$ cat src/rtl/bist_pkg.sv
// Shared types for the datapath BIST engine: FSM states, generator modes and
// the mapping from the raw MODE pins onto a generator.
package bist_pkg;

  typedef enum logic [1:0] {IDLE, RUN, FIN} state_t;
  typedef enum logic [1:0] {M_CNT, M_WALK, M_LFSR} mode_t;

  // Code 3 is an alias for the counting generator.
  function automatic mode_t decode_mode(input logic [1:0] m);
    case (m)
      2'd1:    return M_WALK;
      2'd2:    return M_LFSR;
      default: return M_CNT;
    endcase
  endfunction

endpackage

$ cat src/rtl/datapath_bist_poly_shift_reg.sv
// Galois shift register with XOR input; serves as stimulus LFSR (din=0)
// and as response MISR (din=C). Load takes priority over shift.
module poly_shift_reg #(
  parameter int               WIDTH   = 4,
  parameter logic [WIDTH-1:0] POLY    = 4'b0011,
  parameter logic [WIDTH-1:0] RST_VAL = '0
) (
  input  logic             i_clk,
  input  logic             i_rst_n,
  input  logic             i_load,
  input  logic [WIDTH-1:0] i_load_val,
  input  logic             i_en,
  input  logic [WIDTH-1:0] i_din,
  output logic [WIDTH-1:0] o_q
);

  logic [WIDTH-1:0] r_q;
  logic [WIDTH-1:0] w_nxt;

  assign w_nxt = {r_q[WIDTH-2:0], 1'b0} ^ (r_q[WIDTH-1] ? POLY : '0) ^ i_din;
  assign o_q   = r_q;

  always_ff @(posedge i_clk or negedge i_rst_n) begin
    if (!i_rst_n)    r_q <= RST_VAL;
    else if (i_load) r_q <= i_load_val;
    else if (i_en)   r_q <= w_nxt;
  end

endmodule

$ cat src/rtl/datapath_bist.sv
// BIST engine: drives generated operands onto a two-operand DUT, folds the
// response into a MISR signature and flags a match against GOLDEN when done.
module datapath_bist
  import bist_pkg::*;
#(
  parameter int               WIDTH    = 4,
  parameter int               NUM_VECT = 2**WIDTH,
  parameter int               DUT_LAT  = 1,
  parameter logic [WIDTH-1:0] POLY     = 4'b0011
) (
  input  logic             CLK,
  input  logic             RSTn,
  input  logic             START,
  input  logic             ABORT,
  input  logic [1:0]       MODE,
  input  logic [WIDTH-1:0] GOLDEN,
  output logic [WIDTH-1:0] A,
  output logic [WIDTH-1:0] B,
  input  logic [WIDTH-1:0] C,
  output logic             BUSY,
  output logic             DONE,
  output logic [WIDTH-1:0] SIG,
  output logic             PASS
);

  localparam int IW = $clog2(NUM_VECT + 1);
  localparam int HW = $clog2(DUT_LAT + 1);
  localparam logic [IW-1:0] LAST_IDX  = IW'(NUM_VECT - 1);
  localparam logic [HW-1:0] LAST_HOLD = HW'(DUT_LAT - 1);

  state_t           r_state, w_state_nxt;
  mode_t            r_mode, w_mode_in;
  logic [WIDTH-1:0] r_a, w_a_nxt, w_a_seed, w_lfsr_q;
  logic [IW-1:0]    r_idx;
  logic [HW-1:0]    r_hold;
  logic             w_start, w_cap, w_last, w_busy, w_done;

  assign w_mode_in = decode_mode(MODE);
  // ABORT beats START; START inside RUN is ignored.
  assign w_start   = START && !ABORT && (r_state != RUN);
  assign w_cap     = (r_state == RUN) && !ABORT && (r_hold == LAST_HOLD);
  assign w_last    = w_cap && (r_idx == LAST_IDX);

  always_ff @(posedge CLK or negedge RSTn) begin
    if (!RSTn) r_state <= IDLE;
    else       r_state <= w_state_nxt;
  end

  always_comb begin
    w_state_nxt = r_state;
    w_busy      = 1'b0;
    w_done      = 1'b0;
    case (r_state)
      IDLE: if (START && !ABORT) w_state_nxt = RUN;
      RUN: begin
        w_busy = 1'b1;
        if (ABORT)       w_state_nxt = IDLE;
        else if (w_last) w_state_nxt = FIN;
      end
      FIN: begin
        w_done = 1'b1;
        if (ABORT)      w_state_nxt = IDLE;
        else if (START) w_state_nxt = RUN;
      end
      default: w_state_nxt = IDLE;
    endcase
  end

  assign w_a_seed = (w_mode_in == M_CNT) ? '0 : WIDTH'(1);

  always_comb begin
    w_a_nxt = r_a + 1'b1;
    if (r_mode == M_WALK) w_a_nxt = {r_a[WIDTH-2:0], r_a[WIDTH-1]};
  end

  // The final capture does not advance the operand, so A keeps showing the
  // last vector applied once the run is over.
  always_ff @(posedge CLK or negedge RSTn) begin
    if (!RSTn) begin
      r_mode <= M_CNT;
      r_a    <= '0;
      r_idx  <= '0;
      r_hold <= '0;
    end else if (w_start) begin
      r_mode <= w_mode_in;
      r_a    <= w_a_seed;
      r_idx  <= '0;
      r_hold <= '0;
    end else if (w_cap) begin
      r_hold <= '0;
      r_idx  <= r_idx + 1'b1;
      if (!w_last) r_a <= w_a_nxt;
    end else if (r_state == RUN && !ABORT) begin
      r_hold <= r_hold + 1'b1;
    end
  end

  poly_shift_reg #(.WIDTH(WIDTH), .POLY(POLY), .RST_VAL(WIDTH'(1))) u_lfsr (
    .i_clk      (CLK),
    .i_rst_n    (RSTn),
    .i_load     (w_start),
    .i_load_val (WIDTH'(1)),
    .i_en       (w_cap && !w_last),
    .i_din      ('0),
    .o_q        (w_lfsr_q)
  );

  poly_shift_reg #(.WIDTH(WIDTH), .POLY(POLY), .RST_VAL('0)) u_misr (
    .i_clk      (CLK),
    .i_rst_n    (RSTn),
    .i_load     (w_start),
    .i_load_val ('0),
    .i_en       (w_cap),
    .i_din      (C),
    .o_q        (SIG)
  );

  assign A    = (r_mode == M_LFSR) ? w_lfsr_q : r_a;
  assign B    = ~A;
  assign BUSY = w_busy;
  assign DONE = w_done;
  assign PASS = w_done && (SIG == GOLDEN);

endmodule

$ cat config.mk
export PLATFORM = sky130hd
export DESIGN_NAME = datapath_bist
export DESIGN_NICKNAME = d
export VERILOG_FILES = /design/src/rtl/bist_pkg.sv /design/src/rtl/datapath_bist_poly_shift_reg.sv /design/src/rtl/datapath_bist.sv
export SDC_FILE = /design/constraint.sdc
export NUM_CORES = 1
export LEC_CHECK = 0
export CORE_MARGIN = 4
export CORE_UTILIZATION = 61
export DETAILED_ROUTE_END_ITERATION = 7
export DONT_BUFFER_PORTS = 1
export PLACE_DENSITY = 0.77
export REMOVE_ABC_BUFFERS = 1
export SKIP_CTS_REPAIR_TIMING = 1
export SYNTH_ARGS = -nofsm -noshare
export SYNTH_HDL_FRONTEND = slang
export SYNTH_SLANG_ARGS = --single-unit
$ cat constraint.sdc
create_clock -name CLK -period 2.2 [get_ports CLK]
set_clock_uncertainty 0.1 [all_clocks]
set_input_delay 0.44 -clock CLK [delete_from_list [all_inputs] [get_ports CLK]]
set_output_delay 0.44 -clock CLK [all_outputs]
set_load 0.02 [all_outputs]
# --- Word level (Yosys, flattened, before mapping) ---
# Index checks and enable logic that the tools add are counted.
classes:
  addsub: 3
  n_eq_ne: 13
  muxes: 26
  n_bitwise: 5
  reduce_logical: 16
ops:
  columns: ["operator", "count"]
  rows:
  - ["4-bit two-way mux", 9]
  - ["2-bit two-way mux", 7]
  - ["4-bit XOR", 3]
  - ["5-bit two-way mux", 2]
  - ["1-bit logical AND", 7]
  - ["2-bit by 1-bit equality test with 1-bit output, second input constant", 3]
  - ["2-bit equality test, second input constant", 3]
  - ["1-bit two-way mux", 6]
  - ["3-bit inequality test, second input constant", 2]
  - ["2-bit case mux with 3 select lines", 1]
  - ["5-bit by 1-bit adder with 5-bit output, second input constant", 1]
  - ["5-bit by 4-bit equality test with 1-bit output, second input constant", 1]
  - ["4-bit by 1-bit adder with 4-bit output, second input constant", 1]
  - ["4-bit equality test", 1]
  - ["2-bit zero test", 2]
  - ["2-bit by 1-bit inequality test with 1-bit output, second input constant", 2]
  - ["4-bit NOT", 1]
  - ["2-bit case mux with 2 select lines", 1]
  - ["2-bit nonzero test", 2]
  - ["3-bit AND reduction", 1]
  - ["3-bit nonzero test", 1]
  - ["1-bit zero test", 2]
  - ["2-bit inequality test, second input constant", 1]
  - ["2-bit AND reduction", 1]
  - ["2 further kinds", 2]
word_totals:
  register_bits: 22
  in_bits: 14
  out_inout_bits: 15
  elab_cells: 70

# --- Depth between registers and ports, before layout ---
# Gate-level depths: netlist of run 1.
logic_depth:
  word_depth: 8
  mapped_depth: 8
  ltp_nobuf: 7

# --- By module ---
# A second synthesis of run 1 with hierarchy kept.
unflattened:
  hier_cells: 152
  hier_area_um2: 1406.3
modules_own_cells:
  columns: ["mod", "n_inst", "cells_each", "area_per_inst_um2", "seq_area_each_um2"]
  rows:
  - ["datapath_bist", 1, 102, 912.1, 350.3]
  - ["poly_shift_reg at u_lfsr", 1, 25, 247.7, 101.3]
  - ["poly_shift_reg at u_misr", 1, 25, 246.5, 100.1]

# --- Worst setup path after synthesis of run 1 ---
# Ideal clock, no wire load.
synth_path:
  path_kind: "flip-flop to output port"
  from: "register r_mode[0]"
  to: "output A[0]"
  t_arrival_ns: 1.414
  required_time_ns: 1.660
  path_slack_ns: 0.246
  stages_incl_launch_ff: 5
  n_path_buf: 1
  path_cell_list: "dfrtp_1 > nor2b_1 > clkbuf_1 > mux2i_1 > inv_1"
synth_between:
  elab_chain_cells: 2
synth_lines:
  columns: ["element", "line", "rtl"]
  rows:
  - ["from (decl)", "datapath_bist.sv:32", "mode_t r_mode, w_mode_in;"]
  - ["from (signal assigned)", "datapath_bist.sv:85", "r_mode <= w_mode_in;"]
  - ["2-bit equality test", "datapath_bist.sv:118", "assign A = (r_mode == M_LFSR) ? w_lfsr_q : r_a;"]
  - ["4-bit two-way mux", "datapath_bist.sv:118", null]
  - ["to (decl)", "datapath_bist.sv:17", "output logic [WIDTH-1:0] A,"]
# No other way between the ends.

# --- Worst setup path after layout of run 1 ---
layout_path:
  from: "register r_mode[0]"
  to: "output B[1]"
layout_between:
  elab_chain_cells: 3
layout_lines:
  columns: ["element", "line", "rtl"]
  rows:
  - ["2-bit equality test", "datapath_bist.sv:118", null]
  - ["4-bit two-way mux", "datapath_bist.sv:118", null]
  - ["4-bit NOT", "datapath_bist.sv:119", "assign B = ~A;"]
  - ["to (decl)", "datapath_bist.sv:18", "output logic [WIDTH-1:0] B,"]
# No other way between the ends.

==> impl_metrics.tcl, run 1 <==
set metrics [dict create \
    cts-root-buf "clkbuf_4" \
    finalWorstSetupSlack_ns 0.154 \
    pin_count 29 \
    synthCells 130 \
    pwr-share-clk_pct 20.0 \
    crit_slowest_cell "dfrtp_1" \
    path_cells "nor2b_2, mux2i_1, buf_4" \
    core-area_sq_um 1960 \
    numCtsBuffers 3 \
    clkTransAtPathRegs_ns 0.12 \
    antenna_found_initial 0 \
    switchingPower_mw 0.384 \
    diodes 0 \
    cp-end-kind "primary output" \
    grt_overflow 0 \
    switching_share_pct 35.0 \
    gp_congestion 0.826 \
    via_per_inst 5.72 \
    drv_cap 0 \
    final_common_cell "dfrtp_1" \
    timing.final.crit_share_pct 93.0 \
    die_h_microns 53.6 \
    post-place-ws_ns 0.193 \
    drv_slew 0 \
    postLayoutCellArea_sq_um 1410 \
    grt_pass1_wl_microns 4060 \
    row_count 16 \
    initial_core_util_pct 64.5 \
    clk_latency_ns 0.30 \
    cts_buffer_depth 2 \
    pwr-share-seq_pct 51.5 \
    drt_pass1_iterations 4 \
    clock-sinks 22 \
    die_area_sq_um 2870 \
    final_cell_mix "dfrtp_1 (21), nand2_1 (13), nor2_1 (12), inv_1 (11), buf_4 (8)" \
    fmax_mhz 489 \
    grt_use_total_pct 19.2 \
    area_delta_synth_final_pct 11.2 \
    status "finished clean" \
    place_area_sq_um 1340 \
    rsz0062_at_grt "false" \
    ant_nets 0 \
    postSynthRegisterBits 22 \
    drtIter0Drc 16 \
    hold_viol_final 0 \
    intPower_mw 0.715 \
    p_leak_nw 0.676 \
    routedWlPerCell_microns 14.1 \
    final_nets 160 \
    grt_max_degree 23 \
    synth_area_sq_um 1270 \
    grt_pass1_vias 918 \
    power_density_nw_per_um2 781 \
    critPathMaxFanout 5 \
    synth.distinct_cells 37 \
    hp-class "in -> reg" \
    worst_setup_path_start_kind "flip-flop" \
    setup_viol 0 \
    p_comb_share_pct 28.4 \
    fp.dieW_microns 53.6 \
    worst_pin_slew_ns 0.421 \
    drive_above_1_share_pct 17.1 \
    ys_warn_count 0 \
    required_ns 1.66 \
    wl_microns 2360 \
    max_stage_delay_ns 0.43 \
    post-route-min-period_ns 2.05 \
    portBuffers 0 \
    num_vias 955 \
    max_slew_margin_pct 71.8 \
    place_inst 161 \
    instances_no_fill 167 \
    h-tree-depth 1 \
    peakVddDrop_mv 0.558 \
    syn_area_per_cell_sq_um 9.74 \
    path_class "reg -> out" \
    fill_cells 161 \
    tritoncts "done" \
    critical_path_arrival_ns 1.51 \
    dp_hpwl_microns 1750 \
    ys_seq_area_share_pct 43.6 \
    drcViolationCount 0 \
]
==> state kept, by name, summed over array words and instances (netlist names) <==
register / cells
r_a: 4
r_hold: 1
r_idx: 5
r_mode: 2
r_state: 2
u_lfsr.o_q: 4
u_misr.o_q: 4
==> power by group through the flow <==
stage / Sequential [mW] / Combinational, mW / Clock (mW)
finish: 0.566 / 0.313 / 0.220
global route: 0.577 / 0.349 / 0.242
CTS: 0.566 / 0.302 / 0.227
detailed placement: 0.574 / 0.299 / 0
global placement: 0.570 / 0.292 / 0
floorplan: 0.554 / 0.240 / 0
==> routing by layer <==
| layer | global-route usage, % | wire length, microns | vias to the layer above |
|---|---|---|---|
| met2 | 30.2 | 1140 | 22 |
| met3 | 3.60 | 108 | 2 |
| met5 | 0 | 0 | - |
| met4 | 8.51 | 18 | 0 |
| li1 | - | - | 466 |
| met1 | 25.8 | 1100 | 465 |
==> critical path: cells and delay by family, from the launching register on <==
kind / cells / cell delay [ns]
buffers and inverters: 1 / 0.19
and+or+nand+nor: 1 / 0.29
DFF: 1 / 0.43
muxes: 1 / 0.30
==> cells by family (layout without fill, tap and decap cells) <==
family	Yosys count	after routing	share of synthesized area, %
muxes	5	5	4.15
xor gates and xnor gates	12	12	8.30
buffers and inverters	15	25	4.94
and+or+nand+nor	48	48	21.3
DFF	22	22	43.6
adders and majority gates	5	5	4.94
AOI/OAI and AO/OA	23	23	12.7
==> Yosys cell counts <==
master	n	area, sq um
nand3_1	7	35.0
mux2i_1	3	30.0
xor2_1	6	52.6
o22ai_2	1	12.5
and2_1	1	6.26
nor3b_2	1	12.5
ha_1	5	62.6
buf_4	1	7.51
clkbuf_1	1	3.75
dfrtp_1	21	526
a31o_1	1	8.76
xnor2_1	6	52.6
dfstp_2	1	26.3
a31oi_1	1	6.26
nand2_1	13	48.8
mux2_2	2	22.5
nand4_1	1	6.26
or3b_1	1	8.76
buf_2	2	10.0
inv_1	11	41.3
nor2_1	12	45.0
a22o_1	5	43.8
o21ai_0	2	10.0
nor4_2	1	12.5
nor2b_1	2	12.5
a22oi_1	3	22.5
o21ai_1	3	15.0
nand2b_1	3	18.8
nor3_1	1	5.00
o31a_1	1	8.76
and3_1	1	6.26
or4b_4	1	13.8
nor4b_4	1	23.8
a21oi_1	5	25.0
nor2b_2	1	8.76
o2bb2ai_1	1	8.76
nor2_2	1	6.26
==> per-stage QoR <==
step	util [%]	setup TNS [ns]	hold slack, ns	total power [mW]
4_1_cts	70.1	-0.00219	-0.296	1.09
3_3_place_gp	68.2	0	0.0449	0.862
6_report	71.7	0	0.0870	1.10
5_1_grt	71.7	0	0.0633	1.17
3_5_place_dp	68.2	0	0.0450	0.873
2_1_floorplan	-	0	0.0444	0.794
==> path summary, 6_finish.rpt <==
path | startpoint | end | slack, ns | cells after the start
max in group asynchronous | RSTn | u_lfsr.o_q[0] | 1.33 | 2
setup / recovery | r_mode[0] | B[1] | 0.15 | 3
hold / removal | ABORT | r_state[1] | 0.09 | 1
setup reg to reg | r_idx[0] | r_a[0] | 0.18 | 7
min in group asynchronous | RSTn | r_hold | 0.45 | 2
hold reg to reg | r_idx[4] | r_idx[4] | 0.41 | 1
==> area by class of cell <==
class	instances	area, sq um	area share, %
multi-input combinational	93	654	46.5
sequential	22	552	39.2
timing repair buffer	10	90.1	6.40
inverter	11	41.3	2.93
clock buffer	4	36.3	2.58
tap	27	33.8	2.40
No activity file was read; power rests on OpenSTA's default activity.
==> run 2: changes to the inputs <==
--- a/config.mk
+++ b/config.mk
@@ -10,8 +10,8 @@
 export DETAILED_ROUTE_END_ITERATION = 7
 export DONT_BUFFER_PORTS = 1
 export PLACE_DENSITY = 0.77
-export REMOVE_ABC_BUFFERS = 1
 export SKIP_CTS_REPAIR_TIMING = 1
+export SLEW_MARGIN = 5
 export SYNTH_ARGS = -nofsm -noshare
 export SYNTH_HDL_FRONTEND = slang
 export SYNTH_SLANG_ARGS = --single-unit
==> run 2 against run 1 <==
Net effect: global-route usage grew 1.0 points; register-to-register slack is essentially flat; first-iteration DRC count fell by 44%.
==> impl_metrics.tcl, run 2 (same netlist as run 1, synthesis figures left out) <==
set metrics [dict create \
    status "finished clean" \
    p_leak_nw 0.683 \
    wl_microns 2570 \
    final_common_cell "dfrtp_1" \
    worst_setup_path_start_kind "flip-flop" \
    grt_pass1_vias 964 \
    fill_cells 156 \
    cts_buffer_depth 2 \
    hold_viol_final 0 \
    via_per_inst 5.72 \
    area_delta_synth_final_pct 12.5 \
    dp_hpwl_microns 1910 \
    die_area_sq_um 2870 \
    tritoncts "done" \
    final_cell_mix "dfrtp_1 (21), nand2_1 (13), nor2_1 (12), inv_1 (11), buf_4 (8)" \
    cts-root-buf "clkbuf_4" \
    max_slew_margin_pct 72.7 \
    die_h_microns 53.6 \
    row_count 16 \
    tns_ns 0 \
    ant_nets 0 \
    drive_above_1_share_pct 17.1 \
    post-route-min-period_ns 2.03 \
    core-area_sq_um 1960 \
    power_mw 1.20 \
    power_density_nw_per_um2 845 \
    timing.final.crit_share_pct 92.2 \
    grt_pass1_wl_microns 4150 \
    synth_nets 149 \
    drcViolationCount 0 \
    grt_use_met2_pct 32.9 \
    h-tree-depth 1 \
    grt_use_total_pct 20.3 \
    routedWlPerCell_microns 15.4 \
    r2r_slack_ns 0.18 \
    diodes 0 \
    grt_overflow 0 \
    use_met3_pct 3.05 \
    hp-class "in -> reg" \
    drt_pass1_iterations 4 \
    antenna_found_initial 0 \
    cp-end-kind "primary output" \
    fp.dieW_microns 53.6 \
    use_met1_pct 26.4 \
    drv_cap 0 \
    multi_input_area_sq_um 654 \
    final_nets 160 \
    rsz0062_at_grt "false" \
    grt_max_degree 23 \
    drtIter0Drc 9 \
    clkTransAtPathRegs_ns 0.12 \
    path_class "reg -> out" \
    numCtsBuffers 3 \
    critPathMaxFanout 5 \
    worst_pin_slew_ns 0.407 \
    top_usage_layer "met2" \
    top_register "r_idx" \
    setup_viol 0 \
    num_vias 955 \
    largest_reg_flops 5 \
    fin_hold_ws_ns 0.0640 \
    clk_latency_ns 0.32 \
    portBuffers 0 \
    drv_slew 0 \
    pin_count 29 \
    critical_path_arrival_ns 1.49 \
    fmax_mhz 493 \
    register_area_sq_um 552 \
    initial_core_util_pct 64.5 \
    peakVddDrop_mv 0.723 \
    clock-sinks 22 \
    gp_congestion 0.845 \
    required_ns 1.66 \
]
-- run 2: cell types whose count changed in the layout (fill, tap and decap cells not counted), sizes merged --
cell,before,now
clkbuf,4,3
bufinv,0,1
-- run 2: per-layer routing --
layer | routed length (microns) | part of all wire, %
met1 | 1130 | 44
met2 | 1300 | 50
met3 | 103 | 4.0
met4 | 45 | 1.7
met5 | 0 | 0
-- run 2: layout make-up --
cell class              instances  area share [%]
multi-input cells              93            46.0
flip-flops and latches         22            38.8
repair buffers                 10            6.33
inverters                      11            2.90
well taps                      27            2.37
clock inverters                 1            2.11
clock buffers                   3            1.58
-- run 2: metrics by stage --
step                      std cells  area, sq um  setup WS, ns  util (%)
after floorplan                 130         1270         0.246         -
after global placement          161         1340         0.316      68.2
after detailed placement        161         1340         0.248      68.2
after CTS                       165         1390        0.0375      70.9
after global routing            167         1420        0.0241      72.6
final                           167         1420         0.171      72.6
-- run 2: report_power, final --
part           total [mW]  leakage (nW)  switching, mW  internal (mW)
Combinational       0.322         0.365          0.174          0.148
Sequential          0.569         0.290          0.103          0.467
Clock               0.311        0.0279          0.127          0.184
-- run 2: final timing paths --
kind | from | endpoint | cells past startpoint
max | r_mode[0] | B[3] | 3
min | ABORT | r_state[0] | 1
max reg2reg | r_idx[0] | r_a[0] | 8
min reg2reg | r_idx[4] | r_idx[4] | 1
max in group asynchronous | RSTn | u_lfsr.o_q[0] | 2
min in group asynchronous | RSTn | u_lfsr.o_q[3] | 2
-- run 2: worst max-delay path, cell delays in order, from the launching register on --
cell	delay, ns
dfrtp_1	0.43
nor2b_2	0.28
mux2i_1	0.29
buf_4	0.18
==> run 3: changes to the inputs <==
--- a/config.mk
+++ b/config.mk
@@ -6,12 +6,13 @@
 export NUM_CORES = 1
 export LEC_CHECK = 0
 export CORE_MARGIN = 4
-export CORE_UTILIZATION = 61
+export CORE_UTILIZATION = 62
 export DETAILED_ROUTE_END_ITERATION = 7
 export DONT_BUFFER_PORTS = 1
-export PLACE_DENSITY = 0.77
+export PLACE_DENSITY = 0.78
 export SKIP_CTS_REPAIR_TIMING = 1
 export SLEW_MARGIN = 5
 export SYNTH_ARGS = -nofsm -noshare
 export SYNTH_HDL_FRONTEND = slang
+export SYNTH_HIERARCHICAL = 1
 export SYNTH_SLANG_ARGS = --single-unit
==> run 3 against run 2 <==
Net effect: global-route usage is 0.69 points lower; via count grew 7.3%; critical path type unchanged; largest power group unchanged; final cell count increased by 17%.
==> impl_metrics.tcl, run 3 <==
set metrics [dict create \
    status "finished clean" \
    ys_warn_count 6 \
    drv_slew 0 \
    clock-sinks 22 \
    grt_overflow 0 \
    tns_ns 0 \
    top_register "r_idx" \
    drt_pass1_iterations 4 \
    postSynthRegisterBits 22 \
    hold_viol_final 0 \
    pin_count 29 \
    syn_area_per_cell_sq_um 9.25 \
    portBuffers 0 \
    setup_viol 0 \
    postLayoutCellArea_sq_um 1560 \
    routedWlPerCell_microns 14.0 \
    die_h_microns 55.6 \
    p_leak_nw 0.750 \
    synth_area_sq_um 1410 \
    place_inst 190 \
    area_delta_synth_final_pct 10.8 \
    h-tree-depth 1 \
    worst_setup_path_start_kind "flip-flop" \
    cts-root-buf "clkbuf_4" \
    via_per_inst 5.23 \
    critical_path_arrival_ns 1.50 \
    ys_seq_area_share_pct 39.2 \
    grt_use_total_pct 19.6 \
    grt_pass1_wl_microns 4880 \
    synth_most_common_cell "dfrtp_1" \
    post-route-min-period_ns 2.04 \
    fp.dieW_microns 55.6 \
    place_area_sq_um 1490 \
    initial_core_util_pct 68.2 \
    yosys.area.top_type "dfrtp_1" \
    synthTopCellsByArea "dfrtp_1 (37%), mux2i_1 (7.8%), xor2_1 (6.9%)" \
    row_count 16 \
    final_common_cell "dfrtp_1" \
    synthCells 152 \
    grt_pass1_vias 1092 \
    clk_latency_ns 0.31 \
    ys.flop_type "dfrtp_1" \
    hp-class "in -> reg" \
    path_class "reg -> out" \
    cts_buffer_depth 2 \
    drtIter0Drc 12 \
    required_ns 1.66 \
    synth_top_area_share_pct 37.4 \
    power_mw 1.24 \
    timing.final.crit_share_pct 92.6 \
    drcViolationCount 0 \
    wl_microns 2740 \
    drv_cap 0 \
    peakVddDrop_mv 0.621 \
    antenna_found_initial 0 \
    tritoncts "done" \
    synth.distinct_cells 37 \
    gp_congestion 0.774 \
    critPathMaxFanout 5 \
    dp_hpwl_microns 2120 \
    async_flop_share_pct 100 \
    cp-end-kind "primary output" \
    fmax_mhz 491 \
    ant_nets 0 \
    die_area_sq_um 3090 \
    utilization_pct 75.5 \
    grt_max_degree 24 \
    synth-edff-count 0 \
    num_vias 1025 \
    largest_reg_flops 5 \
    drive_above_1_share_pct 13.0 \
    core-area_sq_um 2060 \
    power_density_nw_per_um2 793 \
    final_nets 189 \
    diodes 0 \
    numCtsBuffers 3 \
    rsz0062_at_grt "false" \
    ys_top_cells_by_count "dfrtp_1 (21), nand2_1 (14), inv_1 (13), nor2_1 (13)" \
    instances_no_fill 196 \
    final_cell_mix "dfrtp_1 (21), nand2_1 (14), inv_1 (13), nor2_1 (13), conb_1 (12)" \
    clkTransAtPathRegs_ns 0.13 \
]
[run 3: cell count changes after synthesis, moves of 5 or more]
cell | before | now
mux2i_1 | 3 | 11
o21ai_0 | 2 | 9
a22o_1 | 5 | 0
xor2_1 | 6 | 11
[run 3: cell type report]
type | count | area, sq um
Multi-Input combinational cell | 119 | 793
Timing Repair Buffer | 10 | 90.1
Inverter | 14 | 52.6
Tap cell | 27 | 33.8
Fill cell | 157 | 504
Clock buffer | 4 | 36.3
Sequential cell | 22 | 552
[run 3: cells by family after synthesis]
| logic type | Yosys count | share of synthesized area (%) |
|---|---|---|
| AND/OR/NAND/NOR | 48 | 18.1 |
| AO/OA/AOI/OAI | 27 | 12.2 |
| flip-flops | 22 | 39.2 |
| buffers and inverters | 21 | 7.21 |
| XOR/XNOR | 15 | 9.34 |
| multiplexers | 12 | 8.90 |
| adder cells (fa/ha/maj) | 5 | 4.45 |
| other | 2 | 0.534 |
[run 3: metal layers]
layer  GRT usage [%]  vias up  wire length [microns]
li1                -      527                      -
met2            36.7       17                   1560
met5               0        -                      0
met4            5.21        0                     20
met3            5.34        5                    108
met1            21.4      476                   1060
[run 3: critical path, cell delays in order (launching register included)]
cell and delay, ns:
dfrtp_1 0.58, xnor2_1 0.17, nand3_1 0.10, nor3_1 0.17, buf_4 0.18
[run 3: report_power, final]
group	switching (mW)	internal, mW	leakage (nW)	total [mW]
clock network	0.122	0.101	0.0210	0.223
registers	0.130	0.483	0.284	0.613
logic	0.217	0.183	0.445	0.400
[run 3: path summary, 6_finish.rpt]
kind / from / end / slack, ns / cells past startpoint
min: ABORT / r_state[1] / 0.07 / 1
max: u_misr/o_q[3] / PASS / 0.16 / 4
max in group asynchronous: RSTn / u_lfsr/o_q[0] / 1.30 / 2
min reg2reg: r_idx[4] / r_idx[4] / 0.42 / 1
min in group asynchronous: RSTn / r_mode[1] / 0.46 / 2
max reg2reg: r_idx[0] / u_lfsr/o_q[1] / 0.22 / 9
[run 3: stage by stage]
step	setup slack (ns)	hold slack, ns
global placement	0.331	0.0450
floorplan	0.239	0.0444
global route	0.00119	0.0421
detailed placement	0.241	0.0449
finish	0.163	0.0696
CTS	0.0701	-0.300
